`src/rtl/ioctl_song_writer.sv`:
```
// On-chip note sequencer: replays 10-byte ROM events as 8 ioctl register writes, then gates the synth.
// Optional build macro SEQ_LOOP_EN: the end marker rewinds to ROM byte 0 instead of entering DONE.
module ioctl_song_writer #(
  parameter logic [7:0]  INDEX     = 8'd2,
  parameter int unsigned ROM_AW    = 10,
  parameter int unsigned TICK_DIV  = 24000,
  parameter int unsigned GAP_TICKS = 4
) (
  input  logic              CLK,
  input  logic              RESET_N,
  input  logic              start,
  input  logic              stop,
  output logic [ROM_AW-1:0] rom_addr,
  input  logic [7:0]        rom_data,
  output logic              ioctl_wr,
  output logic [24:0]       ioctl_addr,
  output logic [7:0]        ioctl_dout,
  output logic [7:0]        ioctl_index,
  input  logic              ioctl_wait,
  output logic              trigger_out,
  output logic              busy,
  output logic              done
);

  localparam int unsigned EVT_BYTES = 10;
  localparam int unsigned FCNT_W    = 4;
  localparam int unsigned DUR_W     = 16;
  localparam int unsigned DIV_W     = (TICK_DIV > 1) ? $clog2(TICK_DIV) : 1;

  typedef enum logic [2:0] {
    S_IDLE, S_FETCH, S_CHECK, S_WRITE, S_NOTE, S_GAP, S_DONE
  } state_t;

  state_t              state_q, state_d;
  logic [ROM_AW-1:0]   ptr_q, ptr_d;
  logic [ROM_AW-1:0]   rom_addr_q, rom_addr_d;
  logic [FCNT_W-1:0]   fcnt_q, fcnt_d;
  logic [2:0]          k_q, k_d;
  logic [DIV_W-1:0]    div_q, div_d;
  logic [DUR_W-1:0]    tick_q, tick_d;
  logic [7:0]          evt_q [EVT_BYTES];
  logic [7:0]          evt_d [EVT_BYTES];
  logic [2:0]          addr_q, addr_d;
  logic [7:0]          dout_q, dout_d;
  logic                trig_q, trig_d;
  logic                busy_q, busy_d;
  logic                done_q, done_d;
  logic [DUR_W-1:0]    dur;
  logic                tick_end;

  assign dur      = {evt_q[8], evt_q[9]};
  assign tick_end = (div_q == DIV_W'(TICK_DIV - 1));

  // State and datapath registers
  always_ff @(posedge CLK or negedge RESET_N) begin
    if (!RESET_N) begin
      state_q    <= S_IDLE;
      ptr_q      <= '0;
      rom_addr_q <= '0;
      fcnt_q     <= '0;
      k_q        <= '0;
      div_q      <= '0;
      tick_q     <= '0;
      for (int i = 0; i < int'(EVT_BYTES); i++) evt_q[i] <= '0;
      addr_q     <= '0;
      dout_q     <= '0;
      trig_q     <= 1'b1;
      busy_q     <= 1'b0;
      done_q     <= 1'b0;
    end else begin
      state_q    <= state_d;
      ptr_q      <= ptr_d;
      rom_addr_q <= rom_addr_d;
      fcnt_q     <= fcnt_d;
      k_q        <= k_d;
      div_q      <= div_d;
      tick_q     <= tick_d;
      evt_q      <= evt_d;
      addr_q     <= addr_d;
      dout_q     <= dout_d;
      trig_q     <= trig_d;
      busy_q     <= busy_d;
      done_q     <= done_d;
    end
  end

  // Next-state and registered-output logic
  always_comb begin
    state_d    = state_q;
    ptr_d      = ptr_q;
    rom_addr_d = rom_addr_q;
    fcnt_d     = fcnt_q;
    k_d        = k_q;
    div_d      = div_q;
    tick_d     = tick_q;
    evt_d      = evt_q;
    addr_d     = addr_q;
    dout_d     = dout_q;

    unique case (state_q)
      S_IDLE, S_DONE: begin
        if (start) begin
          state_d    = S_FETCH;
          ptr_d      = '0;
          rom_addr_d = '0;
          fcnt_d     = '0;
        end
      end
      S_FETCH: begin
        // ROM data trails the address by one clock, so capture lags issue by one slot
        if (fcnt_q != '0) evt_d[fcnt_q - FCNT_W'(1)] = rom_data;
        if (fcnt_q == FCNT_W'(EVT_BYTES)) begin
          state_d = S_CHECK;
        end else begin
          fcnt_d = fcnt_q + FCNT_W'(1);
          if (fcnt_q < FCNT_W'(EVT_BYTES - 1))
            rom_addr_d = ptr_q + ROM_AW'(fcnt_q + FCNT_W'(1));
        end
      end
      S_CHECK: begin
        if (dur == '0) begin
`ifdef SEQ_LOOP_EN
          state_d = S_GAP;
          ptr_d   = '0;
          div_d   = '0;
          tick_d  = '0;
`else
          state_d = S_DONE;
`endif
        end else begin
          state_d = S_WRITE;
          k_d     = '0;
          addr_d  = '0;
          dout_d  = evt_q[0];
        end
      end
      S_WRITE: begin
        if (!ioctl_wait) begin
          if (k_q == 3'd7) begin
            state_d = S_NOTE;
            div_d   = '0;
            tick_d  = '0;
          end else begin
            k_d    = k_q + 3'd1;
            addr_d = k_q + 3'd1;
            dout_d = evt_q[FCNT_W'(k_q) + FCNT_W'(1)];
          end
        end
      end
      S_NOTE: begin
        if (tick_end) begin
          div_d = '0;
          if (tick_q == dur - DUR_W'(1)) begin
            state_d = S_GAP;
            ptr_d   = ptr_q + ROM_AW'(EVT_BYTES);
            tick_d  = '0;
          end else begin
            tick_d = tick_q + DUR_W'(1);
          end
        end else begin
          div_d = div_q + DIV_W'(1);
        end
      end
      S_GAP: begin
        if (tick_end) begin
          div_d = '0;
          if (tick_q == DUR_W'(GAP_TICKS - 1)) begin
            state_d    = S_FETCH;
            rom_addr_d = ptr_q;
            fcnt_d     = '0;
          end else begin
            tick_d = tick_q + DUR_W'(1);
          end
        end else begin
          div_d = div_q + DIV_W'(1);
        end
      end
      default: state_d = S_IDLE;
    endcase

    // Stop overrides everything, including a coincident start
    if (stop) begin
      state_d = S_IDLE;
      ptr_d   = '0;
    end

    trig_d = (state_d != S_NOTE);
    busy_d = (state_d != S_IDLE) && (state_d != S_DONE);
    done_d = (state_d == S_DONE);
  end

  // Strobe is qualified by the consumer stall in the same cycle
  assign ioctl_wr    = (state_q == S_WRITE) && !ioctl_wait;
  assign ioctl_addr  = {22'd0, addr_q};
  assign ioctl_dout  = dout_q;
  assign ioctl_index = INDEX;
  assign rom_addr    = rom_addr_q;
  assign trigger_out = trig_q;
  assign busy        = busy_q;
  assign done        = done_q;

endmodule

```
`config.mk`:
```
export PLATFORM = sky130hd
export DESIGN_NAME = ioctl_song_writer
export DESIGN_NICKNAME = d
export VERILOG_FILES = /design/src/rtl/ioctl_song_writer.sv
export SDC_FILE = /design/constraint.sdc
export NUM_CORES = 1
export LEC_CHECK = 0
export ABC_AREA = 1
export CAP_MARGIN = 40
export CORE_MARGIN = 2
export CORE_UTILIZATION = 53
export DETAILED_ROUTE_END_ITERATION = 10
export HOLD_SLACK_MARGIN = 0.1
export PLACE_DENSITY_LB_ADDON = 0.25
export SYNTH_ARGS = -nofsm -noshare
export SYNTH_HDL_FRONTEND = slang
export SYNTH_SLANG_ARGS = --single-unit
```
`constraint.sdc`:
```
create_clock -name CLK -period 2.93 [get_ports CLK]
set_input_delay 0.586 -clock CLK [delete_from_list [all_inputs] [get_ports CLK]]
set_output_delay 0.586 -clock CLK [all_outputs]
set_load 0.05 [all_outputs]
```
==> results_dict.tcl <==
set metrics [dict create \
    outcome "completed" \
    syn_avg_cell_area_um2 7.75 \
    grt_pass1_wl_um 36900 \
    syn_area_um2 8910 \
    synthCells 1149 \
    hpwl_um 15700 \
    track_usage_pct 25.8 \
    layout.nets 1216 \
    rsz0062_at_grt "no" \
    num_io_pins 68 \
    worstSetupPathType "reg -> reg" \
    seq_area_um2 3780 \
    yosys_warnings 0 \
    syn_to_final_growth_pct 12.5 \
    relSlewSlack_pct 40.5 \
    worst_slack_ps 353 \
    finalCritPeriodShare_pct 87.9 \
    place_congestion 0.885 \
    route.detailed.drc 0 \
    die_w_um 134 \
    clk_pin_slew_ps 70 \
    async_reset_ff_share_pct 100 \
    place_ws_ps 376 \
    gr-total-overflow 0 \
    fin_tns_setup_ps 0 \
    routedWlPerCell_um 15.5 \
    final-setup-viol-count 0 \
    final_common_cell "nand2_1" \
    timing.final.crit_period_ps 2580 \
    p_leak_nw 4.52 \
    num_rows 47 \
    min_path_type "in -> async" \
    vias 7705 \
    cp_max_fo 14 \
    max_freq_mhz 388 \
    cp.required_ps 3250 \
    synth_edf_count 0 \
    htree_levels 4 \
    finalPower_w 0.00662 \
    io_buffer_count 37 \
    critical_path_arrival_ps 2900 \
    numCtsBuffers 17 \
    synth-seq-cells 151 \
    cp-end-kind "register" \
    drt_pre_antenna_iters 7 \
    worstMarginPinSlew_ps 893 \
    p_seq_share_pct 42.5 \
    cts_tree "yes" \
    num_antenna_cells 0 \
    ir_drop_uv 479 \
    final_max_slew_viol_count 0 \
    start_kind "register" \
    dr.first_iter.drc_count 715 \
    multi_input_area_um2 4280 \
    ys_types 52 \
    antenna_found_initial 0 \
    cts.path.max_buffers 2 \
    post_cts_buffers 0 \
    ant_nets 0 \
    drv_cap 0 \
    placeableCoreArea_um2 16500 \
    fillers 1489 \
    seq_area_frac_synth_pct 42.4 \
    fin_skew_ps 9.03 \
    cts.sinks 151 \
    start_util_pct 53.9 \
    switching_share_pct 33.3 \
    drive_gt1_share_pct 10.8 \
    clkPwrFrac_pct 36.4 \
    hold_slack_ps 133 \
    ctsHoldBuffers 0 \
    ys.flop_type "dfrtp_1" \
    grt_max_degree 60 \
    drt_wl_total_um 22000 \
    dieArea_um2 17900 \
    cellPowerDensity_nw_per_um2 660 \
    p_switching_w 0.00220 \
    post_cts_resized 0 \
    clock_latency_ps 430 \
    first_global_vias 7311 \
    combPwrFrac_pct 21.1 \
    viasPerCell 5.43 \
    cellInternalPower_w 0.00441 \
    final_cell_mix "219 x nand2_1, 150 x dfrtp_1, 125 x inv_1" \
    die_y_um 134 \
    ctsRootBufferMaster "clkbuf_16" \
    ff2ff_setup_slack_ps 350 \
    hold_viol_final 0 \
]
[registers in the layout (all words and copies together) (netlist names)]
name	flops
ptr_q	9
rom_addr	10
trigger_out	1
div_q	15
fcnt_q	4
addr_q	3
dur	16
state_q	3
busy	1
tick_q	16
done	1
ioctl_dout	8
evt_q	64
[worst paths after layout]
path,from,to,depth (start not counted)
setup reg to reg,dur[0]$_DFFE_PN0P_,tick_q[13]$_DFFE_PN0P_,15
max in group asynchronous,RESET_N,evt_q[21]$_DFFE_PN0P_,2
hold / removal,RESET_N,tick_q[14]$_DFFE_PN0P_,1
setup / recovery,dur[0]$_DFFE_PN0P_,tick_q[13]$_DFFE_PN0P_,15
hold reg to reg,rom_addr[3]$_DFFE_PN0P_,rom_addr[3]$_DFFE_PN0P_,2
min in group CLK,rom_addr[3]$_DFFE_PN0P_,rom_addr[3]$_DFFE_PN0P_,2
[synthesized netlist by cell type (18+ instances only)]
cell type,number,share of area (%)
nand2_1,219,9.2
dfrtp_1,150,42
inv_1,125,5.3
nor2_1,113,4.8
a21oi_1,102,5.7
nand3_1,83,4.7
o21ai_0,71,4.0
buf_4,32,2.7
nor3_1,27,1.5
xor2_1,18,1.8
[metrics by stage]
| stage | instances | cell area (um2) | utilization, % |
|---|---|---|---|
| 6_report | 1419 | 10000 | 60.6 |
| 5_1_grt | 1419 | 10000 | 60.6 |
| 4_1_cts | 1419 | 10000 | 60.6 |
| 3_5_place_dp | 1387 | 9380 | 56.8 |
| 3_3_place_gp | 1387 | 9380 | 56.8 |
| 2_1_floorplan | 1177 | 9010 | - |
[logic make-up after synthesis]
| logic type | share of synthesized area [%] |
|---|---|
| compound gates | 14.4 |
| xor+xnor | 2.06 |
| fa+ha+maj | 2.47 |
| buf+inv | 10.7 |
| flops | 42.4 |
| other cells | 0.0843 |
| simple gates | 27.8 |
[final cells by class]
cell class              instances  area share (%)
clock inverters                13            1.91
well taps                     220            2.75
inverters                     144            5.46
flip-flops and latches        151            37.7
multi-input cells             821            42.7
repair buffers                 51            4.98
clock buffers                  19            4.52
[metal layers]
metal / up-vias / routed length [um] / track usage [%]
met5: - / 0 / 0
met2: 229 / 10100 / 40.8
met3: 34 / 1240 / 5.82
met1: 3654 / 10400 / 36.5
li1: 3788 / - / -
met4: 0 / 325 / 6.09
[power groups by stage]
stage | clock [W] | sequential [W] | combinational, W
after floorplan | 0 | 0.00292 | 0.000883
after global placement | 0 | 0.00283 | 0.00136
after detailed placement | 0 | 0.00283 | 0.00138
after CTS | 0.00244 | 0.00280 | 0.00140
after global routing | 0.00253 | 0.00285 | 0.00156
final | 0.00241 | 0.00281 | 0.00140
[worst max-delay path, cell delays in order (launching register included)]
cell	delay, ps
dfrtp_1	380
inv_2	110
ha_1	210
nand3_2	130
nor2_2	360
nand2_1	120
nand3_1	110
nand2_1	50
nor2_1	150
nand2_1	80
nor2_2	120
nand2_2	80
nand2_4	80
nand3_2	250
nand3b_1	190
inv_1	50
Power figures use the tool's default switching activity.
